## config.mk

```make
export PLATFORM = sky130hd
export DESIGN_NAME = pipeline_ctrl_flat
export DESIGN_NICKNAME = d
export VERILOG_FILES = /design/src/rtl/pipeline_ctrl_if.sv /design/src/rtl/pipeline_ctrl.sv /design/src/flat_wrapper.sv
export SDC_FILE = /design/constraint.sdc
export NUM_CORES = 1
export LEC_CHECK = 0
export BUFFER_PORTS_ARGS = -buffer_cell sky130_fd_sc_hd__buf_4
export CAP_MARGIN = 20
export CELL_PAD_IN_SITES_DETAIL_PLACEMENT = 0
export CELL_PAD_IN_SITES_GLOBAL_PLACEMENT = 1
export CORE_MARGIN = 1.5
export CORE_UTILIZATION = 34
export DETAILED_ROUTE_END_ITERATION = 10
export PLACE_DENSITY = 0.9
export SYNTH_ARGS = -nofsm -noshare
export SYNTH_HDL_FRONTEND = slang
export SYNTH_SLANG_ARGS = --single-unit
```

## constraint.sdc

```tcl
create_clock -name clk -period 5.1 [get_ports clk]
set_input_delay 1.53 -clock clk [delete_from_list [all_inputs] [get_ports clk]]
set_output_delay 1.53 -clock clk [all_outputs]
set_load 0.1 [all_outputs]
```

## src/rtl/pipeline_ctrl_if.sv

```systemverilog
// pipeline_ctrl_if: hazard inputs from ID/EX/MEM and the
// enables, flushes and status returned by the controller.
interface pipeline_ctrl_if;
  logic [4:0] id_rs1;
  logic [4:0] id_rs2;
  logic       id_use_rs1;
  logic       id_use_rs2;
  logic       id_invalid;
  logic       ex_load;
  logic [4:0] ex_rd;
  logic       ex_redirect;
  logic       mem_req;
  logic       mem_ack;
  logic       pc_en;
  logic       if_id_en;
  logic       id_ex_en;
  logic       ex_mem_en;
  logic       mem_wb_en;
  logic       id_stall;
  logic       flush_if_id;
  logic       halted;
  logic       timeout;

  modport master (
    output id_rs1, id_rs2, id_use_rs1, id_use_rs2,
    output id_invalid, ex_load, ex_rd, ex_redirect,
    output mem_req, mem_ack,
    input  pc_en, if_id_en, id_ex_en, ex_mem_en,
    input  mem_wb_en, id_stall, flush_if_id,
    input  halted, timeout
  );

  modport slave (
    input  id_rs1, id_rs2, id_use_rs1, id_use_rs2,
    input  id_invalid, ex_load, ex_rd, ex_redirect,
    input  mem_req, mem_ack,
    output pc_en, if_id_en, id_ex_en, ex_mem_en,
    output mem_wb_en, id_stall, flush_if_id,
    output halted, timeout
  );
endinterface

```

## src/rtl/pipeline_ctrl.sv

```systemverilog
// pipeline_ctrl: rv32 5-stage hazard/sequencing controller.
// Ports: clk, reset (sync, active-high), pif (slave side of
// pipeline_ctrl_if: hazard inputs in; enables, id_stall,
// flush_if_id, halted, timeout out). With PIPELINE_CTRL_PERF_EN
// defined, adds perf_stall/perf_flush 32-bit counters.
module pipeline_ctrl #(
  parameter int MEM_TIMEOUT = 16
) (
  input  logic           clk,
  input  logic           reset,
  pipeline_ctrl_if.slave pif
`ifdef PIPELINE_CTRL_PERF_EN
  ,
  output logic [31:0]    perf_stall,
  output logic [31:0]    perf_flush
`endif
);

  localparam int CW = $clog2(MEM_TIMEOUT + 1);
  localparam logic [CW-1:0] TMAX = CW'(MEM_TIMEOUT);

  typedef enum logic [1:0] {
    S_RESET,
    S_RUN,
    S_MEM_WAIT,
    S_HALT
  } state_t;

  state_t        state_q, state_d;
  logic [CW-1:0] cnt_q, cnt_d;
  logic          halted_q;
  logic          timeout_q, timeout_d;
  logic          hazard;
  logic          eval_run;
  logic          pc_en, if_id_en, id_ex_en;
  logic          ex_mem_en, mem_wb_en;
  logic          id_stall, flush;

  // x0 never carries a dependence.
  assign hazard = pif.ex_load && (pif.ex_rd != 5'd0) &&
    ((pif.id_use_rs1 && pif.id_rs1 == pif.ex_rd) ||
     (pif.id_use_rs2 && pif.id_rs2 == pif.ex_rd));

  always_comb begin
    state_d   = state_q;
    cnt_d     = cnt_q;
    timeout_d = timeout_q;
    eval_run  = 1'b0;
    pc_en     = 1'b0;
    if_id_en  = 1'b0;
    id_ex_en  = 1'b0;
    ex_mem_en = 1'b0;
    mem_wb_en = 1'b0;
    id_stall  = 1'b0;
    flush     = 1'b0;
    unique case (state_q)
      S_RESET: begin
        id_stall = 1'b1;
        flush    = 1'b1;
        state_d  = S_RUN;
      end
      S_RUN: begin
        if (pif.mem_req && !pif.mem_ack) begin
          state_d = S_MEM_WAIT;
          cnt_d   = CW'(1);
        end else begin
          eval_run = 1'b1;
        end
      end
      S_MEM_WAIT: begin
        if (pif.mem_ack) begin
          eval_run = 1'b1;
        end else begin
          // Saturate; timeout stays sticky once reached.
          if (cnt_q != TMAX) cnt_d = cnt_q + 1'b1;
          if (cnt_d == TMAX) timeout_d = 1'b1;
        end
      end
      S_HALT: begin
        ex_mem_en = 1'b1;
        mem_wb_en = 1'b1;
        id_stall  = 1'b1;
      end
      default: state_d = S_RESET;
    endcase

    // Redirect outranks load-use: the dependent
    // instruction is flushed anyway.
    if (eval_run) begin
      state_d = S_RUN;
      priority case (1'b1)
        pif.ex_redirect: begin
          pc_en     = 1'b1;
          if_id_en  = 1'b1;
          id_ex_en  = 1'b1;
          ex_mem_en = 1'b1;
          mem_wb_en = 1'b1;
          id_stall  = 1'b1;
          flush     = 1'b1;
        end
        hazard: begin
          id_ex_en  = 1'b1;
          ex_mem_en = 1'b1;
          mem_wb_en = 1'b1;
          id_stall  = 1'b1;
        end
        pif.id_invalid: begin
          id_ex_en  = 1'b1;
          ex_mem_en = 1'b1;
          mem_wb_en = 1'b1;
          id_stall  = 1'b1;
          state_d   = S_HALT;
        end
        default: begin
          pc_en     = 1'b1;
          if_id_en  = 1'b1;
          id_ex_en  = 1'b1;
          ex_mem_en = 1'b1;
          mem_wb_en = 1'b1;
        end
      endcase
    end
  end

  always_ff @(posedge clk) begin
    if (reset) begin
      state_q   <= S_RESET;
      cnt_q     <= '0;
      halted_q  <= 1'b0;
      timeout_q <= 1'b0;
    end else begin
      state_q   <= state_d;
      cnt_q     <= cnt_d;
      halted_q  <= (state_d == S_HALT);
      timeout_q <= timeout_d;
    end
  end

  assign pif.pc_en       = pc_en;
  assign pif.if_id_en    = if_id_en;
  assign pif.id_ex_en    = id_ex_en;
  assign pif.ex_mem_en   = ex_mem_en;
  assign pif.mem_wb_en   = mem_wb_en;
  assign pif.id_stall    = id_stall;
  assign pif.flush_if_id = flush;
  assign pif.halted      = halted_q;
  assign pif.timeout     = timeout_q;

`ifdef PIPELINE_CTRL_PERF_EN
  logic redir;
  logic stall_cyc;

  assign redir = flush && (state_q != S_RESET);
  assign stall_cyc = !pc_en &&
    (state_q == S_RUN || state_q == S_MEM_WAIT);

  always_ff @(posedge clk) begin
    if (reset) begin
      perf_stall <= '0;
      perf_flush <= '0;
    end else begin
      if (stall_cyc) perf_stall <= perf_stall + 32'd1;
      if (redir)     perf_flush <= perf_flush + 32'd1;
    end
  end
`endif

endmodule

```

## src/flat_wrapper.sv

```systemverilog
// flat-port wrapper written by rule: the top's interface ports become plain ports
module pipeline_ctrl_flat 
#(
  parameter int MEM_TIMEOUT = 16
)
  (clk, reset, pif_id_rs1, pif_id_rs2, pif_id_use_rs1, pif_id_use_rs2, pif_id_invalid, pif_ex_load, pif_ex_rd, pif_ex_redirect, pif_mem_req, pif_mem_ack, pif_pc_en, pif_if_id_en, pif_id_ex_en, pif_ex_mem_en, pif_mem_wb_en, pif_id_stall, pif_flush_if_id, pif_halted, pif_timeout);
  pipeline_ctrl_if pif_i ();
  input  logic clk;
  input  logic reset;
  input wire logic [$bits(pif_i.id_rs1)-1:0] pif_id_rs1;
  input wire logic [$bits(pif_i.id_rs2)-1:0] pif_id_rs2;
  input wire logic [$bits(pif_i.id_use_rs1)-1:0] pif_id_use_rs1;
  input wire logic [$bits(pif_i.id_use_rs2)-1:0] pif_id_use_rs2;
  input wire logic [$bits(pif_i.id_invalid)-1:0] pif_id_invalid;
  input wire logic [$bits(pif_i.ex_load)-1:0] pif_ex_load;
  input wire logic [$bits(pif_i.ex_rd)-1:0] pif_ex_rd;
  input wire logic [$bits(pif_i.ex_redirect)-1:0] pif_ex_redirect;
  input wire logic [$bits(pif_i.mem_req)-1:0] pif_mem_req;
  input wire logic [$bits(pif_i.mem_ack)-1:0] pif_mem_ack;
  output wire logic [$bits(pif_i.pc_en)-1:0] pif_pc_en;
  output wire logic [$bits(pif_i.if_id_en)-1:0] pif_if_id_en;
  output wire logic [$bits(pif_i.id_ex_en)-1:0] pif_id_ex_en;
  output wire logic [$bits(pif_i.ex_mem_en)-1:0] pif_ex_mem_en;
  output wire logic [$bits(pif_i.mem_wb_en)-1:0] pif_mem_wb_en;
  output wire logic [$bits(pif_i.id_stall)-1:0] pif_id_stall;
  output wire logic [$bits(pif_i.flush_if_id)-1:0] pif_flush_if_id;
  output wire logic [$bits(pif_i.halted)-1:0] pif_halted;
  output wire logic [$bits(pif_i.timeout)-1:0] pif_timeout;
  assign pif_i.id_rs1 = pif_id_rs1;
  assign pif_i.id_rs2 = pif_id_rs2;
  assign pif_i.id_use_rs1 = pif_id_use_rs1;
  assign pif_i.id_use_rs2 = pif_id_use_rs2;
  assign pif_i.id_invalid = pif_id_invalid;
  assign pif_i.ex_load = pif_ex_load;
  assign pif_i.ex_rd = pif_ex_rd;
  assign pif_i.ex_redirect = pif_ex_redirect;
  assign pif_i.mem_req = pif_mem_req;
  assign pif_i.mem_ack = pif_mem_ack;
  assign pif_pc_en = pif_i.pc_en;
  assign pif_if_id_en = pif_i.if_id_en;
  assign pif_id_ex_en = pif_i.id_ex_en;
  assign pif_ex_mem_en = pif_i.ex_mem_en;
  assign pif_mem_wb_en = pif_i.mem_wb_en;
  assign pif_id_stall = pif_i.id_stall;
  assign pif_flush_if_id = pif_i.flush_if_id;
  assign pif_halted = pif_i.halted;
  assign pif_timeout = pif_i.timeout;
  pipeline_ctrl #(.MEM_TIMEOUT(MEM_TIMEOUT)) u_core (.clk(clk), .reset(reset), .pif(pif_i));
endmodule
```

# Yosys cells after proc, flatten, opt, wreduce, memory -nomap -nowiden
# Cells that the tools add are included.
# op_classes
reduce_logical,13
n_mux,30
addsub,1
eq_ne,10
n_bitwise,1
# ops
op,count
$mux 5,5
$mux 1,17
$eq 5x5->1,2
$mux 2,5
$pmux 5 s2,1
$eq 2x2->1 const B,3
$reduce_and 3->1,2
$add 5x1->5 const B,1
$eq 5x5->1 const B,1
$logic_and 1x1->1,5
$ne 5x5->1 const B,1
$reduce_bool 5->1,1
$pmux 2 s2,1
$eq 2x1->1 const B,1
$logic_not 2->1,1
$ne 2x1->1 const B,1
$ne 2x2->1 const B,1
$pmux 1 s2,1
$reduce_bool 2->1,1
$reduce_or 2->1,1
$logic_not 1->1,1
$logic_or 1x1->1,1
$not 1->1,1
# word_totals
regBits,9
input_bits,24
wordCells,59

# Longest topological paths before layout
# logic_depth
depth_word,8
mapped_depth,7
depth_no_buf,7

# Worst setup path after synthesis
# OpenSTA, ideal clock, no wires.
# synth_timing
kind,input-to-output
from,input pif_mem_req
to,output pif_pc_en
setup_slack_ns,-0.778
cell_stages,4
required_ns,3.570
t_arrival_ns,4.348
cell_sequence,nor2b_1 > nor3b_2 > o21a_1 > buf_4
# synth_via
elab_chain_len,4
# synth_lines
item,line_no,source
start: declaration,flat_wrapper.sv:18,input wire logic [$bits(pif_i.mem_req)-1:0] pif_mem_req;
$logic_and 1x1->1,pipeline_ctrl.sv:63,if (pif.mem_req && !pif.mem_ack) begin
$mux 1,pipeline_ctrl.sv:63,
$pmux 1 s2,pipeline_ctrl.sv:56,unique case (state_q)
$mux 1,-,
end: declaration,flat_wrapper.sv:20,output wire logic [$bits(pif_i.pc_en)-1:0] pif_pc_en;
# No other way between the ends.

# Worst setup path after layout
# layout_timing
from,input pif_ex_rd[1]
to,output pif_if_id_en
# layout_via
elab_chain_len,7
elab_cells_between_ends,11
# layout_lines
item,line_no,source
start: declaration,flat_wrapper.sv:16,input wire logic [$bits(pif_i.ex_rd)-1:0] pif_ex_rd;
$eq 5x5->1 (on tied branches),"pipeline_ctrl.sv:41, pipeline_ctrl.sv:42",
$logic_and 1x1->1 (on tied branches),"pipeline_ctrl.sv:41, pipeline_ctrl.sv:42",
$logic_or 1x1->1,pipeline_ctrl.sv:41,((pif.id_use_rs1 && pif.id_rs1 == pif.ex_rd) ||
$logic_and 1x1->1 (*),pipeline_ctrl.sv:40,assign hazard = pif.ex_load && (pif.ex_rd != 5'd0) &&
$mux 1 (*) (2 in series),pipeline_ctrl.sv:91,priority case (1'b1)
$mux 1 (*),pipeline_ctrl.sv:89,if (eval_run) begin
end: declaration,flat_wrapper.sv:21,output wire logic [$bits(pif_i.if_id_en)-1:0] pif_if_id_en;
# Mark *: on every way between the ends. The rest lies on a longest branch, timed or not.

==> run metrics <==
drt total wl 1710 um; max incr delay on CP 0.52 ns; vias per cell 4.97; fmax 222 MHz; required time of the critical path 3.57 ns; Worst setup SP type input pin; Max IR drop VDD 0.210 mV; crit-path max FO 3; r2r endpoint u_core.cnt_q[0]$_SDFFE_PP0P_; H-Tree Level Count 1; sequential share of the synthesized area 25.3%; Avg Cell Area, Syn 8.28 um2; PortBufs 32; ant diodes 0; initial antenna violation count 0; first drt pass iteration count 4; actual slew at the worst max-slew pin 0.575 ns; Die X 48.8 um; Syn Nets 116; layout cells sized above 1 32.8%; CP delay by family, top simple AND/OR/NAND/NOR gates; P&R area growth vs syn 41.8%; setup total negative slack 0 ns; I/O pins 33; # fillers 207; Worst-Skew Late Latency 0.27 ns; clock slew at reported path FFs 0.06 ns; max_cap viols 0; RSZ-0062 raised after global routing no; die area 0.00238 mm2; arrival time at the worst endpoint 2.98 ns; GP Congestion 0.828; Worst Hold Launch u_core.pif.timeout$_SDFFE_PP0P_; CP most frequent cell buf_4; total congestion overflow 0; CTS root buffer clkbuf_4; cell area after layout 0.00101 mm2; placed insts 142; Mapped Cells 86; Worst Setup Path Type in -> out; Distinct cells, synth 31; final setup skew 0.00833 ns; Residual DRC 0; global-route wire length before repair 2960 um; Crit path buffers/inverters 2; core area 0.00196 mm2; Iteration-0 DRC Markers 14; largest net degree at the start of global routing 10; most frequent cells in the layout buf_4, xnor2_1, dfxtp_1, nor2_1, ha_1; cell area after synthesis 712 um2; Clock Sink Count 9; most common cell after layout, fill and taps aside buf_4; Post CTS Setup Buffer Count 0; starting density of the core 36.3%; number of global-route vias before repair 730; drt wl/cell 11.7 um; Hold WS 0.479 ns; crit-path cells buf_4, or4_1, o21a_1, a21oi_1, o21a_4, buf_4; reg2reg setup slack 3.24 ns; # hold bufs at CTS 0; non-filler cells, final 146; layout net count 150; Placed Area 983 um2; Power Total 290 uW; Max Transition Viols Final 0; post-CTS sizing 0; Slowest cell on crit path or4_1; GRT Util Overall 15.8%; via count 725; status finished, final reports clean; Yosys reg bits 9; max_slew headroom 61.3%; P_leak 0.000417 uW; class of the worst hold path reg -> reg; Routed Antenna Nets 0; final hold violations 0; P per Cell Area 287 mW/mm2; Final min period 4.51 ns; CP Capture Type output pin; maximum clock path buffer count 2; Detail Placement HPWL 1370 um; CTS tree yes; Synthesis Warnings 0; FP Rows 16; RR Startpoint u_core.state_q[1]$_SDFF_PP0_; cells on worst reg2reg path 6; Hold EP u_core.pif.timeout$_SDFFE_PP0P_; CTS buffer count 3; Die Y 48.8 um; WHS Path Cells 1; Final Setup Violations 0; period utilisation layout 88.4%
==> cell usage after synthesis <==
library cell	instances	area [um2]
xnor2_1	12	105
dfxtp_1	9	180
ha_1	6	75.1
nor2_1	6	22.5
inv_1	5	18.8
a21oi_1	4	20.0
nand3_1	4	20.0
o21ai_0	4	20.0
a32oi_1	3	26.3
nand2_1	3	11.3
nand2b_1	3	18.8
nand4_1	3	18.8
a21o_1	2	15.0
buf_4	2	15.0
nor2b_1	2	12.5
o21a_1	2	15.0
or2_2	2	12.5
a211o_1	1	8.76
a211oi_1	1	7.51
a21boi_1	1	7.51
a221oi_1	1	8.76
a22oi_1	1	7.51
a32o_1	1	10.0
and2_1	1	6.26
clkbuf_1	1	3.75
nor3b_2	1	12.5
nor4_1	1	6.26
o21ai_1	1	5.00
o22ai_1	1	6.26
o31ai_1	1	7.51
or4_1	1	7.51
==> routing by layer <==
metal | share of wire (%) | global-route usage, %
met1 | 45 | 17.9
met3 | 4.0 | 5.56
met5 | 0 | 0
met4 | 0.82 | 4.76
met2 | 50 | 27.9
==> kinds of logic (layout without fill, tap and decap cells) <==
family,after synthesis,after routing,share of synthesized area (%)
and+or+nand+nor,27,27,20.9
AOI/OAI and AO/OA,24,24,23.2
adders and majority gates,6,6,10.5
DFF,9,9,25.3
buffers and inverters,8,41,5.27
xor gates and xnor gates,12,12,14.8
==> how the worst max path moves through the flow <==
stage / start / end / slack, ns / cells after the start
after global routing: pif_ex_rd[1] / pif_pc_en / 0.52 / 6
final: pif_ex_rd[1] / pif_if_id_en / 0.59 / 6
after floorplan: pif_mem_req / pif_mem_wb_en / 0.12 / 4
after CTS: pif_ex_rd[1] / pif_if_id_en / 0.59 / 6
after global placement: pif_ex_rd[1] / pif_pc_en / 0.60 / 6
after detailed placement: pif_ex_rd[1] / pif_if_id_en / 0.59 / 6
==> where the power goes <==
part	switching [uW]	total (uW)	internal [uW]
logic	108	156	48.3
registers	3.76	77.9	74.1
clock network	25.7	55.9	30.2
total	138	290	153
==> final cells by class <==
type,count,area [um2],share of cell area [%]
Clock buffer,4,26.3,2.60
Inverter,5,18.8,1.86
Multi-Input combinational cell,69,510,50.6
Sequential cell,9,180,17.8
Tap cell,27,33.8,3.35
Timing Repair Buffer,32,240,23.8
==> flip-flops by register name, indices dropped and copies added (netlist names) <==
name                count
u_core.cnt_q            5
u_core.state_q          2
u_core.pif.halted       1
u_core.pif.timeout      1
==> per-stage QoR <==
stage / util (%) / worst slack (ns)
global placement: 50.1 / 0.602
finish: 51.5 / 0.592
detailed placement: 50.1 / 0.592
floorplan: - / 0.118
CTS: 51.5 / 0.591
global route: 51.5 / 0.523
No activity file was read; power rests on OpenSTA's default activity.
